--- src/rtl/general_defines.sv ---
// Shared core widths and fetch/decode bundle types.
// Imported by the pipeline stages and the fetch queue.
package general_defines;

  localparam int INSTR_MEM_IDX_W = 10;
  localparam int INT_DATA_W      = 32;

  localparam int FETCH_Q_DEPTH = 4;

  typedef struct packed {
    logic [INSTR_MEM_IDX_W-1:0] pc;
    logic [INT_DATA_W-1:0]      instr;
  } fetch_entry_t;

endpackage

--- src/rtl/fetch_queue.sv ---
// Decoupling buffer between IF and ID.
// Stalls IF when full; flushed with IF on redirect.
module fetch_queue
  import general_defines::*;
#(
  parameter int DEPTH = FETCH_Q_DEPTH,
  localparam int PTR_W = $clog2(DEPTH)
) (
  input  logic                       clk,
  input  logic                       rst,
  input  logic                       flush,
  input  logic                       in_valid,
  input  logic [INSTR_MEM_IDX_W-1:0] in_pc,
  input  logic [INT_DATA_W-1:0]      in_instr,
  output logic                       fetch_stall,
  output logic                       out_valid,
  output logic [INSTR_MEM_IDX_W-1:0] out_pc,
  output logic [INT_DATA_W-1:0]      out_instr,
  input  logic                       out_ready,
  output logic [PTR_W:0]             occupancy
);

  fetch_entry_t     mem [DEPTH];
  fetch_entry_t     head;
  logic [PTR_W-1:0] wr_ptr;
  logic [PTR_W-1:0] rd_ptr;
  logic [PTR_W:0]   count;
  logic             full;
  logic             empty;
  logic             enq;
  logic             deq;

  assign full  = (count == (PTR_W+1)'(DEPTH));
  assign empty = (count == '0);

  // Stall depends on the count register only, never on this cycle's inputs.
  assign fetch_stall = full;

  assign enq = in_valid && !fetch_stall && !flush;
  assign deq = out_valid && out_ready && !flush;

  assign head      = mem[rd_ptr];
  assign out_valid = !empty;
  assign out_pc    = empty ? '0 : head.pc;
  assign out_instr = empty ? '0 : head.instr;
  assign occupancy = count;

  always_ff @(posedge clk or posedge rst) begin
    if (rst) begin
      wr_ptr <= '0;
      rd_ptr <= '0;
      count  <= '0;
    end else if (flush) begin
      wr_ptr <= '0;
      rd_ptr <= '0;
      count  <= '0;
    end else begin
      if (enq) wr_ptr <= PTR_W'(wr_ptr + 1'b1);
      if (deq) rd_ptr <= PTR_W'(rd_ptr + 1'b1);
      unique case (1'b1)
        enq && !deq: count <= (PTR_W+1)'(count + 1'b1);
        deq && !enq: count <= (PTR_W+1)'(count - 1'b1);
        default:     count <= count;
      endcase
    end
  end

  // Storage is not reset; empty slots are masked at the outputs.
  always_ff @(posedge clk) begin
    if (enq) mem[wr_ptr] <= '{pc: in_pc, instr: in_instr};
  end

endmodule

--- config.mk ---
export PLATFORM = sky130hd
export DESIGN_NAME = fetch_queue
export DESIGN_NICKNAME = d
export VERILOG_FILES = /design/src/rtl/general_defines.sv /design/src/rtl/fetch_queue.sv
export SDC_FILE = /design/constraint.sdc
export NUM_CORES = 1
export LEC_CHECK = 0
export CAP_MARGIN = 20
export CORE_UTILIZATION = 40
export CTS_CLUSTER_DIAMETER = 60
export DETAILED_ROUTE_END_ITERATION = 16
export GPL_TIMING_DRIVEN = 0
export MAX_ROUTING_LAYER = met4
export PLACE_DENSITY_LB_ADDON = 0.15
export SYNTH_ARGS = -nofsm -noshare
export SYNTH_HDL_FRONTEND = slang
export SYNTH_SLANG_ARGS = --single-unit
export TNS_END_PERCENT = 100
--- constraint.sdc ---
create_clock -name clk -period 3.1 [get_ports clk]
set_input_delay 0.62 -clock clk [delete_from_list [all_inputs] [get_ports clk]]
set_output_delay 0.62 -clock clk [all_outputs]
set_load 0.01 [all_outputs]
# Word-level counts from Yosys, hierarchy flattened
# Memory sizes are Yosys's and may differ from the RTL's.
# Cells that the tools add are included.
# classes
addsub	4
n_eq_ne	1
muxes	10
reduce_logical	15
# ops
cell	n
$mux W32	1
$mux W10	1
$mux W2	4
$logic_and A1 B1 Y1	6
$pmux W3 S2	1
$logic_not A1 Y1	5
$add A2 B1 Y2 const B	2
$reduce_bool A2 Y1	2
$add A3 B1 Y3 const B	1
$eq A3 B3 Y1 const B	1
$logic_not A3 Y1	1
$mux W3	1
$reduce_bool A3 Y1	1
$sub A3 B1 Y3 const B	1
$mux W1	2
# word_totals
regBits	7
ram_bits	168
inputBits	47
output_inout_bits	47
elab_cells	34
mem_count	1
# mem_list
name	words	width	rd	rd_clocked_by_memory_dff	wr	line	text
mem	4	42	1	0	1	fetch_queue.sv:23	fetch_entry_t mem [DEPTH];

# Longest topological paths before layout
# logic_depth
ltp_word	8
depth_mapped	8
depth_no_buf	7

# Worst setup path after synthesis
# No wires, ideal clock.
# synth_timing
kind	input-to-reg
start	input port in_valid
end	memory mem[0][0] in the netlist's numbering (enable)
setup_ns	0.403
arrival_time_ns	2.180
t_required_ns	2.697
slack_ns	0.517
path_stages	4
n_path_buf	1
cell_sequence	buf_2 inv_1 nor3_1 and2_1
# synth_via
elab_chain_cells	4
# synth_lines
element	line	text
from (decl)	fetch_queue.sv:12	input logic in_valid,
$logic_and A1 B1 Y1 (2 in series)	fetch_queue.sv:39	assign enq = in_valid && !fetch_stall && !flush;
$mux W1	fetch_queue.sv:70	if (enq) mem[wr_ptr] <= '{pc: in_pc, instr: in_instr};
$mux W1 (implied by the code)	fetch_queue.sv:70	
to (decl)	fetch_queue.sv:23	
# No other way between the ends.

# Worst setup path in the final report
# layout_timing
start	register count[0], in the netlist occupancy[0]
end	output port out_instr[9]
# layout_via
elab_chain_cells	2
# layout_lines
element	line	text
from (decl)	fetch_queue.sv:27	logic [PTR_W:0] count;
from (signal assigned)	fetch_queue.sv:61	enq && !deq: count <= (PTR_W+1)'(count + 1'b1);
from (signal assigned)	fetch_queue.sv:62	deq && !enq: count <= (PTR_W+1)'(count - 1'b1);
from (signal assigned)	fetch_queue.sv:63	default: count <= count;
$logic_not A3 Y1	fetch_queue.sv:34	assign empty = (count == '0);
$mux W32	fetch_queue.sv:45	assign out_instr = empty ? '0 : head.instr;
to (decl)	fetch_queue.sv:18	output logic [INT_DATA_W-1:0] out_instr,
# No other way between the ends.

==> results_dict.tcl <==
set metrics [dict create \
    setup_repair_after_global_routing_missed_its_margin "no" \
    required_ns 2.48 \
    synth_register_bits 175 \
    netlist.area_leader.share 0.724 \
    timing.critical_path.max_delay_family "buffers and inverters" \
    cts_tree "done" \
    wire_per_inst_um 18.8 \
    largest_net_degree_at_the_start_of_global_routing 30 \
    path_buf_inv 4 \
    power_frac_comb 0.146 \
    clock_skew_ns 0.00834 \
    path_clk_slew_ns 0.07 \
    gp_congestion 0.693 \
    p_clk_frac 0.366 \
    p_leak_nw 2.85 \
    antenna_found_initial 1 \
    drt-total-wl_mm 12.8 \
    setup.worst_path.class "flip-flop to primary output" \
    initial_utilization 0.414 \
    avg_cell_area_syn_um2 21.0 \
    viasPerCell 5.07 \
    clkLatencyLatePin_ns 0.42 \
    cts.path.max_buffers 2 \
    hold_viol 0 \
    cts_made_buffers 17 \
    min_period_over_period 0.954 \
    edff_count_synth 168 \
    vdd.ir_drop.worst_uv 412 \
    synth.top_cells.by_area "sky130_fd_sc_hd__edfxtp_1 (72%), sky130_fd_sc_hd__mux4_2 (13%), sky130_fd_sc_hd__nor2b_1 (3.5%)" \
    post_synth_instance_area_mm2 0.00697 \
    achievable-frequency_ghz 0.338 \
    coreArea_mm2 0.0168 \
    critPathMaxFanout 10 \
    crit_path_start_kind "flip-flop" \
    syn2layout_area_growth_pct 27.0 \
    netlist.top_cell.by_area "sky130_fd_sc_hd__edfxtp_1" \
    setup_viol_count_final 0 \
    h-tree-depth 4 \
    power.density_cell_area_mw_per_mm2 622 \
    internal_power_w 0.00423 \
    drcViolationCount 0 \
    grt_remaining_overflow 0 \
    most_frequent_cell_after_synthesis "sky130_fd_sc_hd__edfxtp_1" \
    synth_flop_cell "sky130_fd_sc_hd__edfxtp_1" \
    grt.total_usage 0.162 \
    timing.max_slew.rel_slack 0.571 \
    number_of_distinct_library_cells_after_synthesis 38 \
    placedInstanceArea_mm2 0.00825 \
    post_route_cells_drive_above_1_share 0.221 \
    dieHeight_um 134 \
    critPathMaxStageDelay_ns 0.47 \
    final_net_count 500 \
    tns_ns 0 \
    slowest_stage_cell_on_the_critical_path "sky130_fd_sc_hd__clkdlybuf4s50_1" \
    cp_cell_sequence "buf_2 > nor3_4 > buf_12 > clkbuf_2 > and2b_1 > clkdlybuf4s50_1" \
    synth_warnings 0 \
    timing_worst_slew_pin_value_ns 0.643 \
    ys_seq_area_frac 0.749 \
    vias 3457 \
    area.sequential_mm2 0.00522 \
    cp.arrival_ns 2.34 \
    power.net_switching_w 0.00127 \
    fillCellCount 1376 \
    placement.io_buffers 92 \
    drt_iter0_markers 144 \
    asyncSetResetFlopFracSynth 0.0400 \
    period_needed_ns 2.96 \
    number_of_standard_cells_in_the_final_layout_excluding_fillers 682 \
    clk_root_buffer_cell "sky130_fd_sc_hd__clkbuf_16" \
    synth.net_count 384 \
    std_cell_rows 47 \
    postSynthCellCount 332 \
    power.share.sequential 0.488 \
    pre_cts_ws_ns 0.104 \
    die_area_mm2 0.0179 \
    sw_frac_of_total 0.230 \
    clkSinkCount 175 \
    report.final.slew_viol_count 0 \
    post-route-cell-area_mm2 0.00885 \
    max_cap_violations 0 \
    detail_route.first_pass.iterations 4 \
    synth.top_cells.by_count "sky130_fd_sc_hd__edfxtp_1 (168), sky130_fd_sc_hd__mux4_2 (40), sky130_fd_sc_hd__nor2b_1 (39)" \
    critPathCaptureType "primary output" \
    post-place-cells 648 \
    floorplan.die.width_um 134 \
    multi_input_comb_area_mm2 0.00157 \
    worst_hold_path_type "input pin to async pin" \
    drt_antenna_net_count 0 \
    place.detailed.hpwl_mm 7.81 \
    setup_slack_ns 0.143 \
    status "finished clean" \
    first_global_vias 3647 \
    ios 94 \
    global_route_wire_length_before_repair_mm 20.2 \
]
## logic make-up after synthesis
family | share of synthesized area
compound gates | 0.0145
xor+xnor | 0.00377
fa+ha+maj | 0.0101
buf+inv | 0.0262
flops | 0.749
mux | 0.138
simple gates | 0.0577
## cells in the final DEF (no fill, tap or decap), types with 2 or more instances in the layout
cell type and n:
sky130_fd_sc_hd__clkbuf_16 17, sky130_fd_sc_hd__mux4_2 40, sky130_fd_sc_hd__nor2b_1 39, sky130_fd_sc_hd__edfxtp_1 168
sky130_fd_sc_hd__clkinv_4 5, sky130_fd_sc_hd__clkbuf_2 4, sky130_fd_sc_hd__o21ai_0 2, sky130_fd_sc_hd__dfrtp_1 7
sky130_fd_sc_hd__inv_6 3, sky130_fd_sc_hd__inv_1 8, sky130_fd_sc_hd__a21oi_1 4, sky130_fd_sc_hd__and2_2 4
sky130_fd_sc_hd__buf_2 6, sky130_fd_sc_hd__nor3_1 2, sky130_fd_sc_hd__nand2b_1 2, sky130_fd_sc_hd__clkdlybuf4s50_1 92
sky130_fd_sc_hd__clkinv_2 2, sky130_fd_sc_hd__xor2_1 2, sky130_fd_sc_hd__clkinv_1 2, sky130_fd_sc_hd__o22ai_1 2
sky130_fd_sc_hd__buf_4 4, sky130_fd_sc_hd__mux4_1 2, sky130_fd_sc_hd__and2b_1 3, sky130_fd_sc_hd__nor2_1 3
sky130_fd_sc_hd__buf_12 8, sky130_fd_sc_hd__buf_6 2, sky130_fd_sc_hd__nand3_1 2, sky130_fd_sc_hd__o2111ai_1 2
sky130_fd_sc_hd__ha_1 4
## power groups by stage
stage          Clock, W  Combinational [W]  Sequential, W
3_3_place_gp          0           0.000786        0.00274
5_1_grt         0.00214           0.000870        0.00269
4_1_cts         0.00206           0.000824        0.00268
2_1_floorplan         0           0.000432        0.00273
6_report        0.00201           0.000806        0.00268
3_5_place_dp          0           0.000801        0.00273
## sequential cells by signal, summed over array words and instances (netlist names)
signal / cells
mem: 168
wr_ptr: 2
rd_ptr: 2
occupancy: 3
## timing repair
| item | 4_1_cts | 5_1_grt |
|---|---|---|
| endpoints found under the setup margin | 40 | 0 |
| buffers inserted | 2 | 0 |
| gates resized for setup | 6 | 0 |
| hold buffers | 0 | 0 |
## through the flow
step           hold WS [ns]   util  total power (W)
2_1_floorplan         0.423      -          0.00317
3_5_place_dp          0.596  0.490          0.00353
4_1_cts               0.421  0.526          0.00557
3_3_place_gp          0.581  0.485          0.00352
6_report              0.426  0.526          0.00550
5_1_grt               0.463  0.526          0.00570
## worst reg2reg max path, stage by stage (launching register included)
cell and delay, ns:
sky130_fd_sc_hd__dfrtp_1 0.38, sky130_fd_sc_hd__buf_2 0.19, sky130_fd_sc_hd__nor3b_2 0.21, sky130_fd_sc_hd__nor3_1 0.29
sky130_fd_sc_hd__and2_2 0.64, sky130_fd_sc_hd__buf_12 0.27
## layout make-up
class,count,area share
Antenna cell,1,0.000283
Multi-Input combinational cell,129,0.177
Sequential cell,175,0.590
Buffer,19,0.0180
Tap cell,220,0.0311
Clock buffer,17,0.0481
Clock inverter,15,0.0154
Timing Repair Buffer,98,0.116
Inverter,8,0.00339
## path summary, 6_finish.rpt
kind	startpoint	end	slack (ns)	cells past startpoint
setup / recovery	occupancy[0]$_DFFE_PP0P_	out_instr[9]	0.14	6
hold / removal	rst	occupancy[0]$_DFFE_PP0P_	0.43	2
setup reg to reg	occupancy[2]$_DFFE_PP0P_	mem[1][7]$_DFFE_PP_	0.80	5
hold reg to reg	wr_ptr[1]$_DFFE_PP0P_	wr_ptr[1]$_DFFE_PP0P_	0.61	2
max in group asynchronous	rst	rd_ptr[0]$_DFFE_PP0P_	2.46	2
min in group clk	flush	rd_ptr[1]$_DFFE_PP0P_	0.58	2
## metal layers
| metal | GRT usage | routed length (um) | vias up |
|---|---|---|---|
| met1 | 0.198 | 5640 | 1806 |
| met2 | 0.260 | 6490 | 71 |
| li1 | - | - | 1565 |
| met5 | - | 0 | - |
| met4 | 0.0694 | 213 | 0 |
| met3 | 0.0359 | 442 | 15 |
Power figures use the tool's default switching activity.
